[src/rtl/uart_word_tx.sv]
// -----------------------------------------------------------------------------
// uart_word_tx
//   Transmit side of the host serial link. Buffers `WORD_WIDTH-bit (16-bit)
//   result words in a small FIFO and sends each one as two UART bytes on tx.
//   The high byte goes first, then the low byte. Each byte is sent LSB first.
//   Words waiting in the FIFO are sent back to back, with no idle bit between
//   them.
//
// Optional feature macro: UART_TX_PARITY_EN
//   defined   : 8E1 frames (start, 8 data, even parity, stop) = 11 bits
//   undefined : 8N1 frames (start, 8 data, stop)              = 10 bits
//   The host receiver must be configured the same way.
//
// Parameters
//   CLKS_PER_BIT : clk cycles per line bit; must be >= 2
//   FIFO_DEPTH   : input FIFO entries; must be a power of 2 and >= 2
//
// Ports
//   clk        in   system clock
//   rst        in   asynchronous reset, active-low; aborts any frame in flight
//   word_in    in   word to transmit
//   word_valid in   word_in is valid; the producer holds it until accepted
//   word_ready out  FIFO can accept a word (registered, 0 when full)
//   tx         out  serial line, idle high, registered
//   busy       out  a frame is in progress or the FIFO holds a word
//   words_sent out  count of fully transmitted words, wraps at 0xFFFF
// -----------------------------------------------------------------------------
`ifndef WORD_WIDTH
`define WORD_WIDTH 16
`endif

module uart_word_tx #(
    parameter int CLKS_PER_BIT = 434,
    parameter int FIFO_DEPTH   = 4
) (
    input  logic                   clk,
    input  logic                   rst,
    input  logic [`WORD_WIDTH-1:0] word_in,
    input  logic                   word_valid,
    output logic                   word_ready,
    output logic                   tx,
    output logic                   busy,
    output logic [15:0]            words_sent
);

    localparam int W     = `WORD_WIDTH;
    localparam int PTR_W = $clog2(FIFO_DEPTH);
    localparam int CNT_W = PTR_W + 1;
    localparam int TMR_W = (CLKS_PER_BIT > 1) ? $clog2(CLKS_PER_BIT) : 1;
    localparam logic [TMR_W-1:0] TMR_MAX = TMR_W'(CLKS_PER_BIT - 1);
    localparam logic [CNT_W-1:0] FULL    = CNT_W'(FIFO_DEPTH);

    typedef enum logic [2:0] {
        S_IDLE,
        S_START,
        S_DATA,
`ifdef UART_TX_PARITY_EN
        S_PARITY,
`endif
        S_STOP
    } state_t;

    // ---------------------------------------------------------------- FIFO
    logic [W-1:0]     mem [FIFO_DEPTH];
    logic [PTR_W-1:0] wr_ptr;
    logic [PTR_W-1:0] rd_ptr;
    logic [CNT_W-1:0] count;
    logic [CNT_W-1:0] count_d;
    logic [W-1:0]     head;
    logic             push;
    logic             pop;

    assign push = word_valid && word_ready;
    assign head = mem[rd_ptr];

    // NOTE: the storage array has no reset; the count and pointers decide
    // what is valid, so resetting the data would only add reset fan-out.
    always_ff @(posedge clk) begin
        if (push) begin
            mem[wr_ptr] <= word_in;
        end
    end

    // NOTE: every always_comb output gets a default first, so no path can
    // leave a variable unassigned and infer a latch.
    always_comb begin
        count_d = count;
        case ({push, pop})
            2'b10:   count_d = count + 1'b1;
            2'b01:   count_d = count - 1'b1;
            default: count_d = count;
        endcase
    end

    // NOTE: clocked state uses non-blocking assignments so every register
    // samples values from before the edge. The combinational blocks use
    // blocking assignments.
    always_ff @(posedge clk or negedge rst) begin
        if (!rst) begin
            wr_ptr     <= '0;
            rd_ptr     <= '0;
            count      <= '0;
            word_ready <= 1'b1;
        end else begin
            // Power-of-2 depth lets the pointers wrap naturally.
            if (push) wr_ptr <= wr_ptr + 1'b1;
            if (pop)  rd_ptr <= rd_ptr + 1'b1;
            count      <= count_d;
            // Registered copy of "not full". A pop in the same cycle as a
            // full FIFO does not let a word in until the next cycle.
            word_ready <= (count_d != FULL);
        end
    end

    // ----------------------------------------------------------------- FSM
    state_t           state_q, state_d;
    logic [TMR_W-1:0] tmr_q, tmr_d;
    logic [2:0]       bit_idx_q, bit_idx_d;
    logic             hi_q, hi_d;          // 1: sending the high byte
    logic [W-1:0]     word_q, word_d;
    logic [15:0]      sent_q, sent_d;
    logic             line;
    logic             bit_end;
    logic [7:0]       cur_byte;

    assign bit_end  = (tmr_q == TMR_MAX);
    assign cur_byte = hi_q ? word_q[W-1:W/2] : word_q[W/2-1:0];

    always_comb begin
        state_d   = state_q;
        bit_idx_d = bit_idx_q;
        hi_d      = hi_q;
        word_d    = word_q;
        sent_d    = sent_q;
        pop       = 1'b0;
        line      = 1'b1;
        // The bit timer reloads on every bit boundary, and it is held at zero
        // while idle, so every frame starts on a fresh bit period.
        tmr_d     = (state_q == S_IDLE || bit_end) ? '0 : tmr_q + 1'b1;

        case (state_q)
            S_IDLE: begin
                if (count != '0) begin
                    pop     = 1'b1;
                    word_d  = head;
                    hi_d    = 1'b1;
                    state_d = S_START;
                end
            end
            S_START: begin
                line = 1'b0;
                if (bit_end) begin
                    bit_idx_d = 3'd0;
                    state_d   = S_DATA;
                end
            end
            S_DATA: begin
                line = cur_byte[bit_idx_q];
                if (bit_end) begin
                    if (bit_idx_q == 3'd7) begin
`ifdef UART_TX_PARITY_EN
                        state_d = S_PARITY;
`else
                        state_d = S_STOP;
`endif
                    end else begin
                        bit_idx_d = bit_idx_q + 3'd1;
                    end
                end
            end
`ifdef UART_TX_PARITY_EN
            S_PARITY: begin
                line = ^cur_byte;
                if (bit_end) state_d = S_STOP;
            end
`endif
            S_STOP: begin
                if (bit_end) begin
                    if (hi_q) begin
                        hi_d    = 1'b0;
                        state_d = S_START;
                    end else begin
                        sent_d = sent_q + 16'd1;
                        // Chain straight into the next word if one is waiting.
                        if (count != '0) begin
                            pop     = 1'b1;
                            word_d  = head;
                            hi_d    = 1'b1;
                            state_d = S_START;
                        end else begin
                            state_d = S_IDLE;
                        end
                    end
                end
            end
            default: state_d = S_IDLE;
        endcase
    end

    always_ff @(posedge clk or negedge rst) begin
        if (!rst) begin
            state_q   <= S_IDLE;
            tmr_q     <= '0;
            bit_idx_q <= 3'd0;
            hi_q      <= 1'b1;
            word_q    <= '0;
            sent_q    <= 16'd0;
            tx        <= 1'b1;
        end else begin
            state_q   <= state_d;
            tmr_q     <= tmr_d;
            bit_idx_q <= bit_idx_d;
            hi_q      <= hi_d;
            word_q    <= word_d;
            sent_q    <= sent_d;
            tx        <= line;
        end
    end

    assign busy       = (state_q != S_IDLE) || (count != '0);
    assign words_sent = sent_q;

endmodule

[config.mk]
export PLATFORM = sky130hd
export DESIGN_NAME = uart_word_tx
export DESIGN_NICKNAME = d
export VERILOG_FILES = /design/src/rtl/uart_word_tx.sv
export SDC_FILE = /design/constraint.sdc
export NUM_CORES = 1
export LEC_CHECK = 0
export ABC_AREA = 1
export CAP_MARGIN = 20
export CORE_ASPECT_RATIO = 2
export CORE_UTILIZATION = 55
export CTS_BUF_LIST = sky130_fd_sc_hd__clkbuf_8
export DETAILED_ROUTE_END_ITERATION = 16
export PLACE_DENSITY_LB_ADDON = 0.2
export SETUP_SLACK_MARGIN = 0.02
export SLEW_MARGIN = 20
export SYNTH_ARGS = -nofsm -noshare
export SYNTH_HDL_FRONTEND = slang
export SYNTH_SLANG_ARGS = --single-unit
[constraint.sdc]
create_clock -name clk -period 2.5 [get_ports clk]
set_clock_uncertainty 0.15 [all_clocks]
set_input_delay 0.375 -clock clk [delete_from_list [all_inputs] [get_ports clk]]
set_output_delay 0.375 -clock clk [all_outputs]
set_load 0.01 [all_outputs]
==> impl_metrics.env <==
export IMPL_firstDrtPassIters=4
export IMPL_rsz0062_at_grt="yes"
export IMPL_drive_above_1_share=0.155
export IMPL_netlist_area_um2=5540
export IMPL_hold_path_class="primary input to async pin"
export IMPL_cts_buffers=17
export IMPL_cts_tree="yes"
export IMPL_drc=0
export IMPL_path_buf_inv=3
export IMPL_fmax_mhz=414
export IMPL_maxSlewViolCount=0
export IMPL_grt_busiest_layer="met2"
export IMPL_grt_pass1_vias=4138
export IMPL_synth_xor_xnor_area_share=0.0221
export IMPL_ys_async_sr_fraction=0.467
export IMPL_timing_final_ws_setup_ps=83.2
export IMPL_met2_usage=0.431
export IMPL_slowest_stage="fa_2"
export IMPL_fin_crit_sh=0.967
export IMPL_ys_seq_elements=120
export IMPL_ios=38
export IMPL_crit_arrival_ps=2630
export IMPL_core_um2=9760
export IMPL_finalHoldViolations=0
export IMPL_clkSinkCount=120
export IMPL_relSlewSlack=0.572
export IMPL_path_class="register to register"
export IMPL_power_density_nw_per_um2=714
export IMPL_viasPerCell=5.22
export IMPL_ys_warn_count=0
export IMPL_synthCells=562
export IMPL_drtIter0Drc=166
export IMPL_hold_slack_ps=337
export IMPL_area_growth_pct=19.6
export IMPL_ys_types=31
export IMPL_path_cells="inv_1, ha_2, nand2_2, nor2_4, nand3_2, nand2_2, nand3_2, inv_2, ha_4, inv_4, fa_2, a21oi_2, o21ai_1, xor2_1, nand2_1"
export IMPL_yosysTopAreaCell="edfxtp_1"
export IMPL_synth_seq_area_share=0.600
export IMPL_outcome="finished, final reports clean"
export IMPL_grt_pass1_wl_mm=18.0
export IMPL_start_util=0.567
export IMPL_worst_ep_required_time_ps=2710
export IMPL_synth_top_area_share=0.347
export IMPL_synthSimpleGateAreaFrac=0.191
export IMPL_fillers=759
export IMPL_ant_nets=0
export IMPL_dieArea_um2=10500
export IMPL_synthMuxAreaShare=0
export IMPL_setup_viol=0
export IMPL_antenna_found_initial=0
export IMPL_nets=658
export IMPL_cts_clk_slew_worst_paths_ps=80
export IMPL_dp_hpwl_mm=7.41
export IMPL_maxCapViolCount=0
export IMPL_leakage_nw=2.83
export IMPL_cpPeakStageDelay_ps=390
export IMPL_synth_adder_area_share=0.0352
export IMPL_synthFlopType="edfxtp_1"
export IMPL_gp_congestion=0.823
export IMPL_ir_drop_v=0.000507
export IMPL_use_met1=0.218
export IMPL_avgSynthCellArea_um2=9.86
export IMPL_cp_start_kind="register"
export IMPL_use_met3=0.0610
export IMPL_die_h_um=144
export IMPL_synth_net_count=596
export IMPL_avgRoutedWirePerCell_um=14.0
export IMPL_synth_edff_count=64
export IMPL_yosysMostFrequentCell="nand2_1"
export IMPL_netlist_top_cells_count="nand2_1, nor2_1, edfxtp_1"
export IMPL_clk_latency_ps=430
export IMPL_io_buffer_count=37
export IMPL_crit_family="adder cells"
export IMPL_die_w_um=73.0
export IMPL_drt_wl_total_mm=10.7
export IMPL_grt_start_max_net_pins=35
export IMPL_grt_util_all_layers=0.231
export IMPL_grt_ovfl_total=0
export IMPL_cts_htree_levels=4
export IMPL_fp_row_count=51
export IMPL_synth_top_family_by_area="simple AND/OR/NAND/NOR gates"
export IMPL_clk_path_buf_depth=2
export IMPL_fin_crit_ps=2420
export IMPL_synth_top_cells_by_area="edfxtp_1, dfrtp_1, nand2_1"
export IMPL_synth_compound_area_frac=0.0901
export IMPL_end_kind="register"
export IMPL_cts_root_buf="clkbuf_8"
export IMPL_crit_fanout=3
export IMPL_vias=4014
export IMPL_postLayoutCoreUtil=0.679
export IMPL_n_antenna_cell=0
export IMPL_worstMarginPinSlew_ps=642
export IMPL_place_ws_ps=-36.9
[per-layer routing]
| layer | vias up | routed length [um] |
|---|---|---|
| li1 | 1973 | - |
| met1 | 1919 | 3930 |
| met2 | 97 | 6190 |
| met3 | 25 | 337 |
| met4 | 0 | 284 |
| met5 | - | 0 |
[report_power, final]
group / switching, mW / internal (mW)
logic: 0.323 / 0.163
registers: 0.0649 / 2.34
clock network: 0.830 / 1.01
total: 1.22 / 3.51
[layout by cell type (no fill, tap or decap), types with 2 or more instances in the layout]
| master | n |
|---|---|
| nor3b_1 | 3 |
| inv_2 | 5 |
| o21ai_2 | 16 |
| bufinv_16 | 3 |
| nor2_2 | 2 |
| xor2_1 | 10 |
| nand2_1 | 106 |
| nand3_2 | 3 |
| inv_6 | 6 |
| nand4_1 | 8 |
| edfxtp_1 | 64 |
| xnor2_1 | 4 |
| dfrtp_1 | 53 |
| inv_1 | 59 |
| dfstp_2 | 3 |
| ha_2 | 2 |
| clkinv_4 | 4 |
| nand3_1 | 29 |
| o21ai_0 | 53 |
| buf_4 | 20 |
| nor3_1 | 8 |
| clkbuf_8 | 17 |
| nor2_1 | 79 |
| nand2_2 | 4 |
| ha_1 | 11 |
| o21ai_1 | 8 |
| clkdlybuf4s50_1 | 36 |
| a21oi_1 | 5 |
| nor2_4 | 2 |
[worst paths after layout]
path                                  startpoint                    end  slack, ps  cells past startpoint
min                                          rst     tmr_q[5]$_DFF_PN0_        340                      2
min in group clk           word_q[2]$_DFFE_PN0P_  word_q[2]$_DFFE_PN0P_        340                      2
min reg2reg                word_q[2]$_DFFE_PN0P_  word_q[2]$_DFFE_PN0P_        340                      2
max reg2reg                   tmr_q[1]$_DFF_PN0_   word_ready$_DFF_PN1_         80                     15
max                           tmr_q[1]$_DFF_PN0_   word_ready$_DFF_PN1_         80                     15
max in group asynchronous                    rst           tx$_DFF_PN1_       1190                      3
[metrics by stage]
stage | TNS (ps) | std cells | power, mW | area, um^2
6_report | 0 | 769 | 4.73 | 6630
5_1_grt | -46.7 | 769 | 4.95 | 6630
4_1_cts | 0 | 765 | 4.77 | 6560
3_5_place_dp | -36.9 | 729 | 2.93 | 6090
3_3_place_gp | 0 | 729 | 2.90 | 6090
2_1_floorplan | 0 | 562 | 2.71 | 5540
[timing repair]
action | in CTS | in global routing
setup buffers | 3 | 4
pin swaps | 3 | 7
gates resized for setup | 4 | 11
hold buffers | 1 | 0
setup endpoints to repair | 2 | 3
endpoints found under the hold margin | 24 | 0
[flip-flops by register name (all words and copies together) (netlist names)]
name	cells
bit_idx_q	3
count	3
hi_q	1
mem	64
rd_ptr	2
state_q	2
tmr_q	9
tx	1
word_q	16
word_ready	1
words_sent	16
wr_ptr	2
[final cells by class]
cell class	instances	area, um^2	share of cell area
repair buffers	59	546	0.0823
multi-input cells	361	1920	0.290
well taps	132	165	0.0249
clock inverters	15	190	0.0287
clock buffers	17	234	0.0353
flip-flops and latches	120	3330	0.502
inverters	65	246	0.0372
[cells by family (layout without fill, tap and decap cells)]
family,after synthesis,count (layout)
xor+xnor,14,14
flops,120,120
buf+inv,81,156
compound gates,85,85
fa+ha+maj,15,15
simple gates,247,247
Note: power is estimated with default switching activity, not from simulation.
